===== config.mk =====
export PLATFORM = sky130hd
export DESIGN_NAME = mem_bus_arbiter
export DESIGN_NICKNAME = d
export VERILOG_FILES = /design/src/rtl/mem_bus_pkg.sv /design/src/rtl/bus_req_slot.sv /design/src/rtl/mem_bus_arbiter.sv
export SDC_FILE = /design/constraint.sdc
export NUM_CORES = 1
export LEC_CHECK = 0
export ABC_AREA = 1
export BUFFER_PORTS_ARGS = -buffer_cell sky130_fd_sc_hd__buf_2
export CELL_PAD_IN_SITES_DETAIL_PLACEMENT = 1
export CELL_PAD_IN_SITES_GLOBAL_PLACEMENT = 1
export CORE_ASPECT_RATIO = 2
export CORE_MARGIN = 4
export CORE_UTILIZATION = 33
export CTS_CLUSTER_DIAMETER = 50
export CTS_CLUSTER_SIZE = 12
export DETAILED_ROUTE_END_ITERATION = 10
export PLACE_DENSITY_LB_ADDON = 0.3
export RECOVER_POWER = 25
export SYNTH_ARGS = -nofsm -noshare
export SYNTH_HDL_FRONTEND = slang
export SYNTH_SLANG_ARGS = --single-unit

===== constraint.sdc =====
create_clock -name clk -period 1.23 [get_ports clk]
set_input_delay 0.246 -clock clk [delete_from_list [all_inputs] [get_ports clk]]
set_output_delay 0.246 -clock clk [all_outputs]
set_load 0.01 [all_outputs]

===== src/rtl/mem_bus_pkg.sv =====
// mem_bus_pkg: shared types and defaults for the two-port MemoryUnit bus arbiter.
//   - ADDR_W_DEF / DATA_W_DEF : default bus address / data widths
//   - arb_state_t            : arbiter FSM state encoding
//   - mem_req_t              : one bus request {address, data, we} at default widths
//   - pick_winner            : round-robin winner selection between two requesters
package mem_bus_pkg;

  localparam int ADDR_W_DEF = 27;
  localparam int DATA_W_DEF = 32;

  typedef enum logic [1:0] {
    ST_IDLE    = 2'd0,
    ST_ISSUE   = 2'd1,
    ST_WAIT_HI = 2'd2,
    ST_WAIT_LO = 2'd3
  } arb_state_t;

  typedef struct packed {
    logic [ADDR_W_DEF-1:0] address;
    logic [DATA_W_DEF-1:0] data;
    logic                  we;
  } mem_req_t;

  // A lone requester always wins; a tie goes to the port named by prio.
  function automatic logic pick_winner(input logic req0, input logic req1, input logic prio);
    logic win;
    if (req0 && req1) begin
      win = prio;
    end else if (req1) begin
      win = 1'b1;
    end else begin
      win = 1'b0;
    end
    return win;
  endfunction

endpackage


===== src/rtl/bus_req_slot.sv =====
// bus_req_slot: per-port request holding slot.
//   Captures {address, data, we} on an accepted start, keeps a pend flag until the
//   arbiter takes the request, keeps busy high until completion, and registers the
//   returned read data into q on completion.
// Ports:
//   clk, reset             : clock, synchronous active-high reset
//   start/address/data/we  : requester inputs (start is a one-cycle pulse)
//   take                   : arbiter grants this port this cycle
//   done, rdata            : this port's transaction completes, with returned data
//   busy, q                : registered status / read data back to the requester
//   req_valid, req_*       : request offered to the arbiter (held or live)
module bus_req_slot
  import mem_bus_pkg::*;
#(
  parameter int ADDR_W = ADDR_W_DEF,
  parameter int DATA_W = DATA_W_DEF
) (
  input  logic              clk,
  input  logic              reset,
  input  logic              start,
  input  logic [ADDR_W-1:0] address,
  input  logic [DATA_W-1:0] data,
  input  logic              we,
  input  logic              take,
  input  logic              done,
  input  logic [DATA_W-1:0] rdata,
  output logic              busy,
  output logic [DATA_W-1:0] q,
  output logic              req_valid,
  output logic [ADDR_W-1:0] req_address,
  output logic [DATA_W-1:0] req_data,
  output logic              req_we
);

  logic              accept_s;
  logic              pend_r;
  logic              busy_r;
  logic [ADDR_W-1:0] hold_address_r;
  logic [DATA_W-1:0] hold_data_r;
  logic              hold_we_r;
  logic [DATA_W-1:0] q_r;

  // A start while busy is a protocol violation and is dropped here.
  assign accept_s  = start & ~busy_r;
  assign req_valid = pend_r | accept_s;
  assign busy      = busy_r;
  assign q         = q_r;

  // Offer the held request, or the live inputs when the port starts this very cycle.
  always_comb begin
    req_address = hold_address_r;
    req_data    = hold_data_r;
    req_we      = hold_we_r;
    if (pend_r) begin
      req_address = hold_address_r;
      req_data    = hold_data_r;
      req_we      = hold_we_r;
    end else begin
      req_address = address;
      req_data    = data;
      req_we      = we;
    end
  end

  // Holding register, pend/busy flags and returned data.
  always_ff @(posedge clk) begin
    if (reset) begin
      pend_r         <= 1'b0;
      busy_r         <= 1'b0;
      hold_address_r <= {ADDR_W{1'b0}};
      hold_data_r    <= {DATA_W{1'b0}};
      hold_we_r      <= 1'b0;
      q_r            <= {DATA_W{1'b0}};
    end else begin
      if (accept_s) begin
        hold_address_r <= address;
        hold_data_r    <= data;
        hold_we_r      <= we;
      end
      // take wins over accept: a request granted on its start cycle never pends.
      if (take) begin
        pend_r <= 1'b0;
      end else if (accept_s) begin
        pend_r <= 1'b1;
      end
      // done and accept are exclusive because done only happens while busy.
      if (done) begin
        busy_r <= 1'b0;
        q_r    <= rdata;
      end else if (accept_s) begin
        busy_r <= 1'b1;
      end
    end
  end

endmodule


===== src/rtl/mem_bus_arbiter.sv =====
// mem_bus_arbiter: shares the single MemoryUnit bus between port 0 (CPU) and
// port 1 (DMA/copy engine), one queued request per port, round-robin grants,
// read data routed back to the owning port. No grant before m_initDone.
// Ports:
//   clk, reset                      : clock, synchronous active-high reset
//   sN_address/sN_data/sN_we/sN_start : requester N request (start = 1-cycle pulse)
//   sN_busy, sN_q                   : requester N status and returned data
//   m_address/m_data/m_we/m_start   : to MemoryUnit (start = 1-cycle pulse)
//   m_busy, m_q, m_initDone         : from MemoryUnit
//   grant                           : port currently owning the bus (debug)
module mem_bus_arbiter
  import mem_bus_pkg::*;
#(
  parameter int ADDR_W = ADDR_W_DEF,
  parameter int DATA_W = DATA_W_DEF
) (
  input  logic              clk,
  input  logic              reset,
  input  logic [ADDR_W-1:0] s0_address,
  input  logic [DATA_W-1:0] s0_data,
  input  logic              s0_we,
  input  logic              s0_start,
  output logic              s0_busy,
  output logic [DATA_W-1:0] s0_q,
  input  logic [ADDR_W-1:0] s1_address,
  input  logic [DATA_W-1:0] s1_data,
  input  logic              s1_we,
  input  logic              s1_start,
  output logic              s1_busy,
  output logic [DATA_W-1:0] s1_q,
  output logic [ADDR_W-1:0] m_address,
  output logic [DATA_W-1:0] m_data,
  output logic              m_we,
  output logic              m_start,
  input  logic              m_busy,
  input  logic [DATA_W-1:0] m_q,
  input  logic              m_initDone,
  output logic              grant
);

  arb_state_t        state_r;
  logic              prio_r;
  logic              grant_r;
  logic              m_start_r;
  logic              m_we_r;
  logic [ADDR_W-1:0] m_address_r;
  logic [DATA_W-1:0] m_data_r;

  logic              req_valid0_s, req_valid1_s;
  logic [ADDR_W-1:0] req_address0_s, req_address1_s;
  logic [DATA_W-1:0] req_data0_s, req_data1_s;
  logic              req_we0_s, req_we1_s;

  logic              fire_s;
  logic              winner_s;
  logic              done_s;
  logic [ADDR_W-1:0] win_address_s;
  logic [DATA_W-1:0] win_data_s;
  logic              win_we_s;

  assign fire_s   = (state_r == ST_IDLE) & m_initDone & (req_valid0_s | req_valid1_s);
  assign winner_s = pick_winner(req_valid0_s, req_valid1_s, prio_r);
  assign done_s   = (state_r == ST_WAIT_LO) & ~m_busy;

  assign m_address = m_address_r;
  assign m_data    = m_data_r;
  assign m_we      = m_we_r;
  assign m_start   = m_start_r;
  assign grant     = grant_r;

  bus_req_slot #(.ADDR_W(ADDR_W), .DATA_W(DATA_W)) u_slot0 (
    .clk         (clk),
    .reset       (reset),
    .start       (s0_start),
    .address     (s0_address),
    .data        (s0_data),
    .we          (s0_we),
    .take        (fire_s & ~winner_s),
    .done        (done_s & ~grant_r),
    .rdata       (m_q),
    .busy        (s0_busy),
    .q           (s0_q),
    .req_valid   (req_valid0_s),
    .req_address (req_address0_s),
    .req_data    (req_data0_s),
    .req_we      (req_we0_s)
  );

  bus_req_slot #(.ADDR_W(ADDR_W), .DATA_W(DATA_W)) u_slot1 (
    .clk         (clk),
    .reset       (reset),
    .start       (s1_start),
    .address     (s1_address),
    .data        (s1_data),
    .we          (s1_we),
    .take        (fire_s & winner_s),
    .done        (done_s & grant_r),
    .rdata       (m_q),
    .busy        (s1_busy),
    .q           (s1_q),
    .req_valid   (req_valid1_s),
    .req_address (req_address1_s),
    .req_data    (req_data1_s),
    .req_we      (req_we1_s)
  );

  // Request of the port about to be granted.
  always_comb begin
    win_address_s = req_address0_s;
    win_data_s    = req_data0_s;
    win_we_s      = req_we0_s;
    if (winner_s) begin
      win_address_s = req_address1_s;
      win_data_s    = req_data1_s;
      win_we_s      = req_we1_s;
    end else begin
      win_address_s = req_address0_s;
      win_data_s    = req_data0_s;
      win_we_s      = req_we0_s;
    end
  end

  // Arbiter FSM: grant, single-cycle m_start, then follow the MemoryUnit busy handshake.
  always_ff @(posedge clk) begin
    if (reset) begin
      state_r     <= ST_IDLE;
      prio_r      <= 1'b0;
      grant_r     <= 1'b0;
      m_start_r   <= 1'b0;
      m_we_r      <= 1'b0;
      m_address_r <= {ADDR_W{1'b0}};
      m_data_r    <= {DATA_W{1'b0}};
    end else begin
      m_start_r <= 1'b0;
      case (state_r)
        ST_IDLE: begin
          if (fire_s) begin
            m_address_r <= win_address_s;
            m_data_r    <= win_data_s;
            m_we_r      <= win_we_s;
            grant_r     <= winner_s;
            m_start_r   <= 1'b1;
            state_r     <= ST_ISSUE;
          end
        end
        ST_ISSUE: begin
          state_r <= ST_WAIT_HI;
        end
        ST_WAIT_HI: begin
          if (m_busy) begin
            state_r <= ST_WAIT_LO;
          end
        end
        ST_WAIT_LO: begin
          // Completion: the port not just served gets the next tie.
          if (!m_busy) begin
            prio_r  <= ~grant_r;
            state_r <= ST_IDLE;
          end
        end
        default: begin
          state_r <= ST_IDLE;
        end
      endcase
    end
  end

endmodule


==> results.md <==
| Parameter | Reported |
|---|---|
| Status | finished, violations left |
| Violations in the final reports | negative setup slack |
| Clock transition at path regs | 0.07 ns |
| CTS tree | done |
| CP endpoint kind | register |
| Count of pins on the block boundary | 286 |
| Number of H-tree branching levels | 1 |
| Buffering stage count on the worst path with inverters included | 3 |
| First-pass GRT wire length | 69330 um |
| Arrival @ worst endpoint | 1.91 ns |
| Starting Density | 33.65% |
| Worst setup startpoint | state_r[1] |
| Reg-to-reg setup timing slack | -0.26 ns |
| Sum of internal, switching and leakage power | 24730 uW |
| Routed wire length | 49780 um |
| TritonCTS sink count | 253 |
| Setup WS pre-CTS | -0.2587 ns |
| Final instance count without filler cells | 2472 |
| Via count | 12613 |
| Crit-path max FO | 16 |
| Largest clock skew in the final design | 0.01385 ns |
| Worst path most repeated cell | buf_12 |
| Data required time of the worst path | 1.66 ns |
| Final-report max-slew violation count | 0 |
| Routed length per instance | 20.14 um |
| Number of hold-slack violations in the final timing report | 0 |
| Clk buf depth | 3 |
| Die outline height | 267.6 um |
| Number of global-route vias before repair | 13291 |
| Seq cells post-synth | 253 |
| Ys Warns | 0 |
| Chain of cells forming the critical path | ha_4 -> nand2_4 -> nor2_4 -> buf_12 -> inv_8 -> buf_12 -> nor2_2 -> nor2_1 |
| Fin crit share | 120.8% |
| Drt first pass iters | 5 |
| Number of nets still failing antenna checks after routing | 0 |
| Half-perimeter wire length after placement | 28030 um |
| Number of design rule violations left after detail routing | 0 |
| Library cell contributing the largest single delay on the critical path | dfxtp_4 |
| Minimum clock period after layout | 1.486 ns |
| Die span in x | 137.8 um |
| F_max | 0.6732 GHz |
| Leakage power | 0.007632 uW |
| WHS Path Cells | 3 |
| Setup repair after global routing missed its margin | yes |
| DR iter-0 viols | 511 |
| Mapped Avg Cell Area | 6.887 um^2 |
| Synth Cell Area | 11120 um^2 |
| Crit Reg-Reg Startpoint | state_r[1] |
| Max-cap violations | 0 |
| Depth of the worst register-to-register path | 8 |
| Endpoint of the lowest-slack register-to-register path | u_slot0.q[12] |
| Largest stage delay on the critical path | 0.38 ns |
| Post-Synthesis Cells | 1615 |
| Hold Path Sink | u_slot1.hold_data_r[1] |
| Clock buffer count from CTS | 25 |
| Global placer's final weighted congestion | 0.7889 |
| Hold Crit Start | s1_data[1] |
| Mean number of vias per cell | 5.102 |
| Number of antenna violations at the first check in global routing | 1 |
| Final global-route overflow total | 0 |
| Cell Count Post-Placement | 2265 |
| Share of post-route cells with drive strength above 1 | 27.77% |
| Final-stage net count | 2194 |
| Final count of negative-setup-slack endpoints | 329 |
| Worst min path class | input port to register |
| Clk root buf | clkbuf_16 |
| Slew of the pin with the lowest slew margin | 0.3906 ns |
| Row count | 94 |
| Pin count of the biggest net entering global routing | 65 |
| Nets in the synthesized netlist | 1776 |
| Post-layout worst setup margin | -0.2555 ns |
| Sequential cell area fraction in the yosys report | 45.54% |
| Growth of design area from synthesis to finish | 50.80% |
| Max-slew headroom | 73.96% |
| Worst Path Class, Setup | register to register |
| Worst-case vdd ir drop | 0.0009679 V |
| Pwr/cell area | 1474 nW/um^2 |
| Top cell family by delay on the critical path | simple AND/OR/NAND/NOR gates |
| Worst-Skew Late Latency | 0.54 ns |
| Number of unique standard cell types used by synthesis | 23 |
| Number of I/O port buffers | 285 |
| Die ar. | 36880 um^2 |
| Critical path launch point type | register |
| Total GRT Usage | 23.57% |
| Core region area | 33050 um^2 |
-- worst register-to-register path: cells and delay by family (launching register included) --
| kind | cells | cell delay (ns) |
|---|---|---|
| buf+inv | 3 | 0.39 |
| fa+ha+maj | 1 | 0.17 |
| flops | 1 | 0.38 |
| simple gates | 4 | 0.43 |
-- Yosys cell counts (all sizes together) --
library cell,count,share of area (%)
a211oi,1,0.068
a21boi,1,0.068
a21oi,187,8.4
buf,68,4.1
clkbuf,53,1.8
dfxtp,253,46
ha,3,0.34
inv,137,4.7
nand2,443,15
nand3,63,2.8
nor2,133,4.5
nor3,1,0.045
o21ai,272,12
-- sequential cells by signal, indices dropped and copies added (netlist names), 2 cells and up --
register                count
m_address                  27
m_data                     32
state_r                     2
u_slot0.hold_address_r     27
u_slot0.hold_data_r        32
u_slot0.q                  32
u_slot1.hold_address_r     27
u_slot1.hold_data_r        32
u_slot1.q                  32
-- placed cells by master, fill, tap and decap left out, types with 2 or more instances in the layout --
master,instances
dlygate4sd3_1,141
inv_2,5
dfxtp_2,27
o21ai_1,52
clkbuf_1,2
buf_6,46
nand2_4,13
inv_1,123
buf_12,31
nand2_2,30
nand3_2,3
dfxtp_4,10
diode_2,2
inv_4,5
buf_8,2
nor2_1,100
inv_6,2
nor2_2,16
o21ai_0,209
buf_2,251
a21oi_2,14
dfxtp_1,216
nand2_1,396
a21oi_1,173
nor2_4,17
ha_4,2
nand3_1,59
clkbuf_8,2
clkbuf_16,37
buf_16,3
buf_4,25
o21ai_2,10
nand2_8,5
-- worst max path at each step --
| stage | to | slack [ns] | depth (start not counted) |
|---|---|---|---|
| after detailed placement | u_slot0.pend_r | -0.26 | 8 |
| after floorplan | u_slot1.q[10] | -0.02 | 5 |
| after global routing | m_data[18] | -0.28 | 10 |
| final | u_slot0.q[12] | -0.26 | 8 |
| after CTS | u_slot0.q[17] | -0.15 | 7 |
| after global placement | m_data[7] | -0.14 | 9 |
-- logic make-up after synthesis --
kind of cell | count (synthesis) | share of synthesized area, %
AND/OR/NAND/NOR | 640 | 22.74
adder cells (fa/ha/maj) | 3 | 0.3375
buffers and inverters | 258 | 10.56
flip-flops | 253 | 45.54
AO/OA/AOI/OAI | 461 | 20.82
-- through the flow --
step	instance area [um^2]	TNS (ns)	hold WS (ns)	utilization [%]
5_1_grt	16770	-44.73	0.02439	50.74
2_1_floorplan	11140	-0.5739	0.3809	-
6_report	16770	-24.11	0.01335	50.75
3_5_place_dp	13220	-18.85	0.4347	40.01
4_1_cts	15960	-19.58	0.004276	48.30
3_3_place_gp	13220	-13.13	0.4272	40.01
-- what timing repair did --
action                                  in CTS  in global routing
pin swaps                                    9                 15
hold buffers                               141                  0
resized for setup                          136                186
cloned                                       3                 17
endpoints found under the setup margin     302                360
setup buffers                                9                  6
hold endpoints to repair                   157                  0
-- area by class of cell --
class	count	area, um^2
inverter	137	556.8
sequential	253	5136
multi-input combinational	1105	5423
timing repair buffer	511	4407
clock buffer	29	660.6
antenna	2	5.005
fill	4056	16280
clock inverter	3	43.79
tap	432	540.5
-- layer usage --
| metal | up-vias | wire [um] | part of all wire (%) | global-route usage, % |
|---|---|---|---|---|
| met1 | 6126 | 17580 | 35 | 25.05 |
| met5 | - | 0 | 0 | 0 |
| li1 | 6009 | - | - | - |
| met2 | 344 | 27250 | 55 | 44.24 |
| met4 | 0 | 2677 | 5.4 | 10.43 |
| met3 | 134 | 2270 | 4.6 | 4.267 |
-- where the power goes --
part / internal, uW / switching [uW] / leakage [uW]
Sequential: 9090 / 582 / 0.00209
Clock: 3960 / 3350 / 0.000347
Combinational: 3320 / 4420 / 0.00519
Note: power is estimated with default switching activity, not from simulation.
